## src/rtl/disp_src_arbiter_pkg.sv

```systemverilog
// Shared definitions for the display source arbiter: word geometry,
// FSM state encoding, hold counter width and an index-width helper.
package disp_src_arbiter_pkg;

  localparam int DISP_DIGITS = 8;
  localparam int DIGIT_W     = 4;
  localparam int DISP_WORD_W = DISP_DIGITS * DIGIT_W;

  // Holds HOLD_FRAMES up to 255.
  localparam int HOLD_W = 8;

  typedef enum logic [1:0] {
    ST_IDLE   = 2'd0,
    ST_SWITCH = 2'd1,
    ST_OWN    = 2'd2
  } arb_state_t;

  // Width of an index into n requesters (at least one bit).
  function automatic int idx_w(input int n);
    return (n > 1) ? $clog2(n) : 1;
  endfunction

endpackage

```

## src/rtl/disp_src_arbiter_arb_pick.sv

```systemverilog
// Combinational winner select. RR=0: lowest set candidate index.
// RR=1: first set candidate found searching upward from 'start', wrapping.
// 'start' must be below NREQ.
module arb_pick #(
  parameter int NREQ = 3,
  parameter int IW   = 2,
  parameter bit RR   = 1'b0
) (
  input  logic [NREQ-1:0] cand,
  input  logic [IW-1:0]   start,
  output logic [IW-1:0]   idx,
  output logic            valid
);

  // Walk every candidate once in search order; the first hit wins.
  always_comb begin
    int pos;
    idx   = '0;
    valid = 1'b0;
    pos   = 0;
    for (int k = 0; k < NREQ; k++) begin
      pos = RR ? (int'(start) + k) : k;
      if (pos >= NREQ) pos = pos - NREQ;
      if (!valid && cand[pos]) begin
        idx   = IW'(pos);
        valid = 1'b1;
      end
    end
  end

endmodule

```

## src/rtl/disp_src_arbiter.sv

```systemverilog
// Display source arbiter: picks one of NREQ sources to own the 8-digit
// display word and switches owners only on frame_tick, so a scan frame
// never mixes two sources.
// Build option: DISP_ARB_RR_EN selects round-robin arbitration (search from
// last_owner+1, any other requester preempts after the hold). Undefined:
// fixed priority, index 0 highest, only lower indices preempt.
//
// Handshake: req[i] is a level held by source i until it is done with the
// display; gnt[i] is the registered one-hot answer. A source that drops req
// before seeing gnt abandons its request; dropping req while granted
// releases the display on the next cycle.
module disp_src_arbiter
  import disp_src_arbiter_pkg::*;
#(
  parameter int NREQ        = 3,
  parameter int DISP_W      = DISP_WORD_W,
  parameter int HOLD_FRAMES = 4
) (
  input  logic                   CLK,
  input  logic                   nRST,
  input  logic                   frame_tick,
  input  logic [NREQ-1:0]        req,
  input  logic [NREQ*DISP_W-1:0] req_data,
  output logic [NREQ-1:0]        gnt,
  output logic [DISP_W-1:0]      disp_data,
  output logic                   owner_chg,
  output logic [1:0]             dbg_state
);

  localparam int              IW       = idx_w(NREQ);
  localparam logic [HOLD_W-1:0] HOLD_MAX = HOLD_W'(HOLD_FRAMES);
  localparam logic [IW-1:0]   LAST_IDX = IW'(NREQ - 1);

`ifdef DISP_ARB_RR_EN
  localparam bit RR = 1'b1;
  logic [IW-1:0] last_owner, last_n;
`else
  localparam bit RR = 1'b0;
`endif

  arb_state_t          state, state_n;
  logic [IW-1:0]       winner, winner_n;
  logic [HOLD_W-1:0]   hold_cnt, hold_n;
  logic [NREQ-1:0]     gnt_n;
  logic [DISP_W-1:0]   disp_n;
  logic                chg_n;

  logic [NREQ-1:0]     owner_oh, pre_mask;
  logic [IW-1:0]       new_start, pre_start, new_idx, pre_idx;
  logic                new_vld, pre_vld;
  logic [DISP_W-1:0]   win_word;

  // Index increment with wrap at NREQ-1.
  function automatic logic [IW-1:0] next_idx(input logic [IW-1:0] i);
    return (i == LAST_IDX) ? '0 : i + 1'b1;
  endfunction

  assign dbg_state = state;
  assign win_word  = req_data[int'(winner) * DISP_W +: DISP_W];

  // Owner one-hot plus search start points and the preemption candidate mask.
  always_comb begin
    owner_oh         = '0;
    owner_oh[winner] = 1'b1;
    pre_mask         = '0;
    new_start        = '0;
    pre_start        = '0;
`ifdef DISP_ARB_RR_EN
    pre_mask  = ~owner_oh;
    new_start = next_idx(last_owner);
    pre_start = next_idx(winner);
`else
    for (int k = 0; k < NREQ; k++) pre_mask[k] = (k < int'(winner));
`endif
  end

  // Picker for a fresh arbitration out of IDLE.
  arb_pick #(.NREQ(NREQ), .IW(IW), .RR(RR)) u_pick_new (
    .cand  (req),
    .start (new_start),
    .idx   (new_idx),
    .valid (new_vld)
  );

  // Picker for a requester allowed to preempt the current owner.
  arb_pick #(.NREQ(NREQ), .IW(IW), .RR(RR)) u_pick_pre (
    .cand  (req & pre_mask),
    .start (pre_start),
    .idx   (pre_idx),
    .valid (pre_vld)
  );

  // Next-state and next-output logic; owner changes land only after a frame_tick.
  always_comb begin
    state_n  = state;
    winner_n = winner;
    hold_n   = hold_cnt;
    gnt_n    = gnt;
    disp_n   = disp_data;
    chg_n    = 1'b0;
`ifdef DISP_ARB_RR_EN
    last_n   = last_owner;
`endif
    unique case (state)
      ST_IDLE: begin
        gnt_n = '0;
        if (new_vld) begin
          winner_n = new_idx;
          state_n  = ST_SWITCH;
        end
      end
      ST_SWITCH: begin
        gnt_n = '0;
        if (!req[winner]) begin
          state_n = ST_IDLE;
        end else if (frame_tick) begin
          gnt_n   = owner_oh;
          disp_n  = win_word;
          hold_n  = '0;
          chg_n   = 1'b1;
          state_n = ST_OWN;
`ifdef DISP_ARB_RR_EN
          last_n  = winner;
`endif
        end
      end
      ST_OWN: begin
        if (!req[winner]) begin
          // Release wins over any preemption; the last frame stays on display.
          gnt_n   = '0;
          state_n = ST_IDLE;
        end else begin
          if (frame_tick) begin
            disp_n = win_word;
            if (hold_cnt < HOLD_MAX) hold_n = hold_cnt + 1'b1;
          end
          if ((hold_cnt == HOLD_MAX) && pre_vld) begin
            gnt_n    = '0;
            winner_n = pre_idx;
            state_n  = ST_SWITCH;
          end
        end
      end
      default: begin
        gnt_n   = '0;
        state_n = ST_IDLE;
      end
    endcase
  end

  // State and output registers.
  always_ff @(posedge CLK or negedge nRST) begin
    if (!nRST) begin
      state      <= ST_IDLE;
      winner     <= '0;
      hold_cnt   <= '0;
      gnt        <= '0;
      disp_data  <= '0;
      owner_chg  <= 1'b0;
`ifdef DISP_ARB_RR_EN
      last_owner <= LAST_IDX;
`endif
    end else begin
      state      <= state_n;
      winner     <= winner_n;
      hold_cnt   <= hold_n;
      gnt        <= gnt_n;
      disp_data  <= disp_n;
      owner_chg  <= chg_n;
`ifdef DISP_ARB_RR_EN
      last_owner <= last_n;
`endif
    end
  end

endmodule

```

## config.mk

```make
export PLATFORM = sky130hd
export DESIGN_NAME = disp_src_arbiter
export DESIGN_NICKNAME = d
export VERILOG_FILES = /design/src/rtl/disp_src_arbiter_pkg.sv /design/src/rtl/disp_src_arbiter_arb_pick.sv /design/src/rtl/disp_src_arbiter.sv
export SDC_FILE = /design/constraint.sdc
export NUM_CORES = 1
export LEC_CHECK = 0
export ABC_AREA = 1
export CAP_MARGIN = 20
export CORE_MARGIN = 2
export CORE_UTILIZATION = 45
export DETAILED_ROUTE_END_ITERATION = 16
export DONT_BUFFER_PORTS = 1
export REMOVE_ABC_BUFFERS = 1
export SLEW_MARGIN = 40
export SYNTH_ARGS = -nofsm -noshare
export SYNTH_HDL_FRONTEND = slang
export SYNTH_SLANG_ARGS = --single-unit
export TNS_END_PERCENT = 1
```

## constraint.sdc

```tcl
create_clock -name CLK -period 1.76 [get_ports CLK]
set_clock_uncertainty 0.05 [all_clocks]
set_input_delay 0.176 -clock CLK [delete_from_list [all_inputs] [get_ports CLK]]
set_output_delay 0.176 -clock CLK [all_outputs]
set_load 0.03 [all_outputs]
```

# Word level (Yosys, flattened, before mapping)
# Index checks and enable logic that the tools add are counted.
[word_totals]
reg_bits = 48
latch_bits = 0
mem_bits_rw = 0
rom_bits = 0
inputBits = 102
memories = 0
[classes]
add_sub_neg = 1
mul = 0
div = 0
n_lt_le_gt_ge = 6
eq_ne = 12
shift = 1
n_mux = 38
n_bitwise = 1
reduce_logical = 18
[op_table]
columns = ["op", "n"]
rows = [
  ["$shiftx A96 B8 Y32", 1],
  ["$mux W8", 5],
  ["$mux W2", 10],
  ["$pmux W8 S2", 1],
  ["$ne A2 B2 Y1 const B", 7],
  ["$mux W1", 13],
  ["$mux W3", 4],
  ["$add A8 B1 Y8 const B", 1],
  ["$eq A8 B3 Y1 const B", 1],
  ["$lt A8 B3 Y1 const B", 1],
  ["$logic_and A1 B1 Y1", 6],
  ["$ne A3 B3 Y1 const B", 2],
  ["$pmux W2 S3", 1],
  ["$pmux W3 S2", 1],
  ["$reduce_and A3 Y1", 2],
  ["$reduce_and A6 Y1", 1],
  ["$logic_not A1 Y1", 4],
  ["$lt A1 B2 Y1 const A", 2],
  ["$pmux W2 S2", 1],
  ["$reduce_and A4 Y1", 1],
  ["$reduce_bool A2 Y1", 2],
  ["$and A3 B3 Y3", 1],
  ["$lt A2 B3 Y1 const B", 1],
  ["$bmux W1 S2", 1],
  ["7 further kinds", 7],
]

# Depth between registers and ports, before layout
# Gate-level depths: netlist of run 1.
[depth]
depth_word = 13
ltp_mapped = 11
ltp_nobuf = 9

# Modules after synthesis
# A second synthesis of run 1 with hierarchy kept.
[unflattened]
hier_cells = 416
hier_area_um2 = 2792.7
[by_module_without_submodules]
columns = ["module", "instances", "cells_per_inst", "area_each_um2", "seq_area_each_um2"]
rows = [
  ["disp_src_arbiter", 1, 402, 2727.6, 1201.2],
  ["arb_pick", 2, 7, 32.5, 0.0],
]

# Worst setup path after synthesis of run 1
# No wires, ideal clock.
[synth_path]
kind = "flip-flop to flip-flop"
from = "register state[0] (netlist: dbg_state[0])"
to = "register winner[1]"
arrival_time_ps = 1452
t_required_ps = 1593
path_slack_ps = 141
path_stages_with_launch = 8
cell_sequence = "dfrtp_1 -> inv_1 -> ha_1 -> inv_1 -> o21ai_0 -> nand2_1 -> nand2_1 -> nand2_1"
[synth_via]
elab_chain_cells = 3
[synth_rtl]
columns = ["item", "line_no", "text"]
rows = [
  ["start: declaration", "disp_src_arbiter.sv:41", "arb_state_t state, state_n;"],
  ["start signal: assignment", "disp_src_arbiter.sv:164", "state <= state_n;"],
  ["$eq A2 B2 Y1 / $logic_not A2 Y1 (equally long branches)", "disp_src_arbiter.sv:104", "unique case (state)"],
  ["$ne A2 B2 Y1 (no source line) / $reduce_bool A2 Y1 (equally long branches)", "--", ""],
  ["$reduce_and A4 Y1 (no source line)", "--", ""],
  ["end signal: assignment", "disp_src_arbiter.sv:165", "winner <= winner_n;"],
  ["end: declaration", "disp_src_arbiter.sv:42", "logic [IW-1:0] winner, winner_n;"],
]
# Several ways; a longest one is shown, not always the timed one.
# A chain may end at the register's enable or synchronous reset.

# Worst setup path in the final report of run 1
[layout_path]
from = "register hold_cnt[0]"
to = "register winner[1]"
[layout_via]
elab_chain_cells = 4
[layout_rtl]
columns = ["item", "line_no", "text"]
rows = [
  ["start: declaration", "disp_src_arbiter.sv:43", "logic [HOLD_W-1:0] hold_cnt, hold_n;"],
  ["start signal: assignment", "disp_src_arbiter.sv:166", "hold_cnt <= hold_n;"],
  ["$eq A8 B3 Y1", "disp_src_arbiter.sv:137", "if ((hold_cnt == HOLD_MAX) && pre_vld) begin"],
  ["$logic_and A1 B1 Y1", "disp_src_arbiter.sv:137", ""],
  ["$ne A2 B2 Y1 (no source line)", "--", ""],
  ["$reduce_and A4 Y1 (no source line)", "--", ""],
]
# Every way passes these cells.

==> reports/qor.yml, run 1 <==
outcome:
  outcome: "completed"
sta:
  post-route-period-util: 0.9263
  hold_violations: 0
  setup_viol: 0
  report.final.slew_viol_count: 0
  max_slew.worst_pin.slew_ns: 0.3650
  max_freq_mhz: 613.4
  period_needed_ns: 1.630
  relSlewSlack: 0.7541
  rsz0062_at_grt: "false"
placed_design:
  place_congestion: 0.7834
  dpl.cell_count: 470
  place.port_buffers: 0
  placed_cell_area_mm2: 0.002829
  dp_hpwl_mm: 4.555
worst_setup_path:
  end_kind: "register"
  crit_fanout: 4
  crit_chain: "inv_1, ha_1, nand3_1, nor2_1, nand2_1, o21ai_0, nand2_1, nand2_1, nand2_1"
  critPathLaunchType: "register"
  critical_path.max_stage_delay_ns: 0.41
  critPathArrivalTime_ns: 1.78
  worstSetupPathType: "register to register"
  cp.required_ns: 1.91
  cp_top_family: "simple AND/OR/NAND/NOR gates"
  cp.buffers_inverters: 1
  cpMostUsedCell: "nand2_1"
  slowest_stage: "dfrtp_1"
layout:
  nets: 512
  fillers: 589
  design_area_mm2: 0.002985
  layout_common_cells: "228 x nand2_1, 48 x nand3_1, 47 x dfrtp_1"
  fin_cells: 480
  multi_input_area_mm2: 0.001349
  utilization: 0.5042
  area_growth_pct: 8.900
  ff_latch_area_mm2: 0.001202
  layout_commonest_cell: "nand2_1"
  antenna-diode-count: 0
  drive_gt1_frac: 0.06667
global_routing:
  grt_pass1_vias: 2173
  grtUsageTotal: 0.2030
  grtUsageMet2: 0.3415
  grt_busiest_layer: "met2"
  grt_pass1_wl_mm: 10.39
  grt_overflow: 0
  met3_usage: 0.04725
  grt_max_degree: 49
  antenna_found_initial: 0
  grtUsageMet1: 0.2567
cts:
  path_clk_slew_ns: 0.09
  post-cts-setup-buffers: 0
  cts_buffers: 5
  root_buffer: "clkbuf_8"
  cts_sinks: 48
  cts_tree: "yes"
  clock_latency_ns: 0.30
  h-tree-depth: 2
  clk_path_buf_depth: 2
synthesis:
  synth.area.top_cells: "dfrtp_1 44%, nand2_1 31%, nand3_1 8.8%"
  postSynthCellCount: 403
  synth-seq-area-share: 0.4382
  yosys.area.top_type: "dfrtp_1"
  yosysWarningCount: 0
  synth_area_mm2: 0.002741
  synth_cell_type_count: 23
  postSynthAreaPerCell_um2: 6.802
  yosys.area.top_type_share: 0.4382
  synth_seq_cells: 48
floorplanning:
  ios: 140
  core_area_mm2: 0.005921
  start_util: 0.4630
  die_x_um: 82.05
  num_rows: 28
  dieArea_mm2: 0.006732
  die_y_um: 82.05
detailed_routing:
  routed_wl_mm: 6.353
  drtIter0Drc: 109
  via_per_inst: 5.015
  via_count: 2407
  wl_per_cell_um: 13.24
  drc: 0
  first_pass_iters: 4
  ant_nets: 0
power_and_ir_drop:
  total_power_mw: 5.626
  vdd_drop_max_mv: 1.112
  powerDensity_mw_per_mm2: 1884
  leakagePower_nw: 1.611
min_path:
  hp-class: "input pin to register"
run:
  maxCapViolCount: 0
[cell type report]
cell class,instances,share of cell area
tap,75,0.03143
inverter,26,0.03437
clock buffer,5,0.02305
clock inverter,3,0.01425
timing repair buffer,10,0.04233
sequential,48,0.4028
multi-input combinational,313,0.4518
[logic make-up (layout without fill, tap and decap cells)]
family                     after synthesis  after routing  share of synthesized area
and+or+nand+nor                        299            299                     0.4477
DFF                                     48             48                     0.4382
buffers and inverters                   42             44                    0.06983
AOI/OAI and AO/OA                        7              7                    0.01369
adders and majority gates                6              6                    0.02738
xor gates and xnor gates                 1              1                   0.003195
[registers in the layout, summed over array words and instances, names as in the netlist]
signal	cells
dbg_state	2
gnt	3
owner_chg	1
hold_cnt	8
winner	2
disp_data	32
[power by group]
group	internal (mW)	switching [mW]	total [mW]
combinational	0.829	1.48	2.31
clock	0.420	0.367	0.787
sequential	1.51	1.02	2.53
total	2.76	2.87	5.63
[routing by layer]
metal,up-vias,wire length [um]
met5,-,0
li1,1238,-
met3,8,444
met1,1078,2688
met2,83,3132
met4,0,89
[metrics by stage]
| stage | worst slack [ns] | TNS [ns] | hold slack, ns |
|---|---|---|---|
| floorplan | -0.1832 | -5.862 | -0.1696 |
| global placement | 0.1428 | 0 | -0.1686 |
| detailed placement | 0.08906 | 0 | -0.1682 |
| CTS | 0.06545 | 0 | 0.008622 |
| global route | 0.01903 | 0 | 0.007567 |
| finish | 0.1297 | 0 | 0.01937 |
[worst register-to-register path, stage by stage (launching register included)]
cell,delay [ns]
dfrtp_1,0.41
inv_1,0.07
ha_1,0.15
nand3_1,0.07
nor2_1,0.12
nand2_1,0.08
o21ai_0,0.32
nand2_1,0.13
nand2_1,0.08
nand2_1,0.05
[synth_stat cells, drive strengths merged]
master / number
nand2: 230
nand3: 50
dfrtp: 48
inv: 26
nor2: 17
buf: 10
clkbuf: 6
ha: 6
o21ai: 4
a21oi: 2
nand3b: 1
nor3: 1
o21a: 1
xnor2: 1
[worst paths after layout]
path | to | depth (start not counted) | start | slack [ns]
worst max-delay path | winner[1] | 9 | hold_cnt[0] | 0.13
worst min-delay path | owner_chg | 2 | frame_tick | 0.02
worst max register to register | winner[1] | 9 | hold_cnt[0] | 0.13
worst min register to register | hold_cnt[4] | 2 | hold_cnt[4] | 0.45
max in group asynchronous | disp_data[9] | 2 | nRST | 1.08
min in group asynchronous | gnt[1] | 2 | nRST | 0.37
[repair_timing]
item / in CTS / in global routing
endpoints found under the setup margin: 0 / 32
resized for setup: 0 / 3
hold buffers: 2 / 0
hold endpoints to repair: 48 / 0
Note: power is estimated with default switching activity, not from simulation.
==> run 2: changes to the inputs <==
--- a/config.mk
+++ b/config.mk
@@ -7,10 +7,14 @@
 export LEC_CHECK = 0
 export ABC_AREA = 1
 export CAP_MARGIN = 20
+export CELL_PAD_IN_SITES_DETAIL_PLACEMENT = 1
+export CELL_PAD_IN_SITES_GLOBAL_PLACEMENT = 2
+export CORE_ASPECT_RATIO = 1.1
 export CORE_MARGIN = 2
-export CORE_UTILIZATION = 45
+export CORE_UTILIZATION = 31
 export DETAILED_ROUTE_END_ITERATION = 16
 export DONT_BUFFER_PORTS = 1
+export PLACE_DENSITY_LB_ADDON = 0.1
 export REMOVE_ABC_BUFFERS = 1
 export SLEW_MARGIN = 40
 export SYNTH_ARGS = -nofsm -noshare
==> run 2 against run 1 <==
Hold slack better by 0.0041 ns. Critical path depth unchanged. Final area up 1.8%. Final cell count up 8.5%. Register-to-register slack better by 0.03 ns. Sequential cell count unchanged. Non-clock buffer count up 5. Die area up 43%. Clock-buffer cell count up 1. Wire length up 24%.
==> reports/qor.yml, run 2 (same netlist as run 1, synthesis figures left out) <==
power_and_ir_drop:
  total_power_mw: 5.659  # +0.59%
  powerDensity_mw_per_mm2: 1863  # -1.2%
  vdd_drop_max_mv: 0.5712  # -49%
  leakagePower_nw: 1.625  # +0.87%
layout:
  drive_gt1_frac: 0.08293  # +0.01626
  nets: 517  # +0.98%
  layout_commonest_cell: "nand2_1"
  antenna-diode-count: 0  # unchanged
  area_growth_pct: 10.82
  reg_top3: "disp_data (32), hold_cnt (8), gnt (3)"
  layout_common_cells: "228 x nand2_1, 47 x nand3_1, 47 x dfrtp_1"
  largest_reg_flops: 32  # unchanged
  fin_cells: 521  # +8.5%
  utilization: 0.3576  # -0.1466
  regMostFlops: "disp_data"
  design_area_mm2: 0.003038  # +1.8%
  fillers: 1114  # +89%
cts:
  cts_sinks: 48  # unchanged
  path_clk_slew_ns: 0.09  # about the same
  clk_path_buf_depth: 2  # unchanged
  post-cts-setup-buffers: 0  # unchanged
  cts_tree: "yes"
  h-tree-depth: 2  # unchanged
  root_buffer: "clkbuf_8"
  clock_latency_ns: 0.29  # about the same
  cts_buffers: 5  # unchanged
global_routing:
  grt_pass1_vias: 2625  # +21%
  grtUsageTotal: 0.1708  # -0.03223
  antenna_found_initial: 0  # unchanged
  grt_overflow: 0  # unchanged
  grt_pass1_wl_mm: 12.92  # +24%
  grt_max_degree: 49  # unchanged
sta:
  relSlewSlack: 0.7464  # -0.007708
  max_freq_mhz: 623.0  # +1.6%
  setup_viol: 0  # unchanged
  period_needed_ns: 1.605  # -0.02506 ns
  tns_ns: 0  # unchanged
  report.final.slew_viol_count: 0  # unchanged
  rsz0062_at_grt: "false"
  post-route-period-util: 0.9121  # -0.01424
  hold_violations: 0  # unchanged
  max_slew.worst_pin.slew_ns: 0.3804  # +0.01542 ns
worst_setup_path:
  cp.required_ns: 1.90  # about the same
  end_kind: "register"
  reg2reg_from: "winner[1]"
  cp.buffers_inverters: 3  # +2
  r2r_slack_ns: 0.15  # +0.03 ns
  startpoint: "winner[1]"
  cp_top_family: "simple AND/OR/NAND/NOR gates"
  slowest_stage: "dfrtp_1"
  reg2reg_to: "disp_data[9]"
  critPathLaunchType: "register"
  critPathArrivalTime_ns: 1.75  # -0.03 ns
  worstSetupPathType: "register to register"
  crit_fanout: 19  # +15
  crit_chain: "inv_2, nand3_2, nand3_4, nand2_2, inv_2, nand2_4, buf_4, nand2_1, nand2_1"
  critical_path.max_stage_delay_ns: 0.48  # +0.07 ns
  rr_worst_depth: 9  # unchanged
detailed_routing:
  drc: 0  # unchanged
  routed_wl_mm: 7.898  # +24%
  wl_per_cell_um: 15.16  # +15%
  drtIter0Drc: 56  # -49%
  ant_nets: 0  # unchanged
  via_count: 2502  # +3.9%
  via_per_inst: 4.802  # -4.2%
  first_pass_iters: 3  # -1
placed_design:
  place.port_buffers: 0  # unchanged
  placed_cell_area_mm2: 0.002899  # +2.5%
  dp_hpwl_mm: 5.724  # +26%
  dpl.cell_count: 511  # +8.7%
  place_congestion: 0.8074  # +3.1%
floorplanning:
  die_y_um: 102.6  # +25%
  dieArea_mm2: 0.009612  # +43%
  start_util: 0.3227  # -0.1403
  core_area_mm2: 0.008496  # +43%
  ios: 140  # unchanged
  num_rows: 35  # +25%
  die_x_um: 93.66  # +14%
min_path:
  min_from: "frame_tick"
  min_to: "owner_chg"
  hold_depth: 2  # unchanged
  hp-class: "input pin to register"
run:
  maxCapViolCount: 0  # unchanged
outcome:
  outcome: "completed"
run 2: per-layer routing:
metal  vias to the layer above  GRT usage  part of all wire
met5                         -          0                 0
met4                         0    0.03344            0.0066
met3                         4    0.04459             0.057
met2                        67     0.3193              0.53
met1                      1184     0.1983              0.41
li1                       1247          -                 -
run 2: power breakdown:
group / switching, mW / internal (mW) / leakage, nW
clock: 0.370 / 0.314 / 0.0510
sequential: 1.03 / 1.51 / 0.622
combinational: 1.58 / 0.862 / 0.952
total: 2.97 / 2.68 / 1.62
run 2: area by class of cell:
| cell class | count | area, um^2 | area share |
|---|---|---|---|
| repair buffers | 15 | 147.6 | 0.04860 |
| inverters | 26 | 102.6 | 0.03377 |
| flip-flops and latches | 48 | 1202 | 0.3958 |
| clock inverters | 2 | 10.01 | 0.003295 |
| multi-input cells | 313 | 1354 | 0.4456 |
| clock buffers | 6 | 82.58 | 0.02718 |
| well taps | 111 | 138.9 | 0.04572 |
run 2: through the flow:
step                setup slack (ns)  hold WS [ns]
floorplan                    -0.1832       -0.1696
global placement              0.1141       -0.1681
detailed placement           0.07056       -0.1680
CTS                          0.06702      0.005852
global route                0.002303       0.02160
finish                        0.1547       0.02343
run 2: how the worst max path moves through the flow:
stage / end / slack, ns / depth (start not counted)
finish: disp_data[9] / 0.15 / 9
global route: disp_data[14] / 0.002 / 9
CTS: disp_data[26] / 0.07 / 9
detailed placement: disp_data[26] / 0.07 / 9
global placement: winner[0] / 0.11 / 10
floorplan: disp_data[0] / -0.18 / 9
run 2: worst register-to-register path, cell delays in order (launching register included):
cell	delay (ns)
dfrtp_1	0.48
inv_2	0.15
nand3_2	0.09
nand3_4	0.12
nand2_2	0.07
inv_2	0.10
nand2_4	0.08
buf_4	0.21
nand2_1	0.09
nand2_1	0.06
run 2: timing repair:
| item | 4_1_cts | 5_1_grt |
|---|---|---|
| hold buffers | 2 | 0 |
| endpoints found under the setup margin | 0 | 41 |
| resized for setup | 0 | 5 |
| hold endpoints to repair | 48 | 0 |
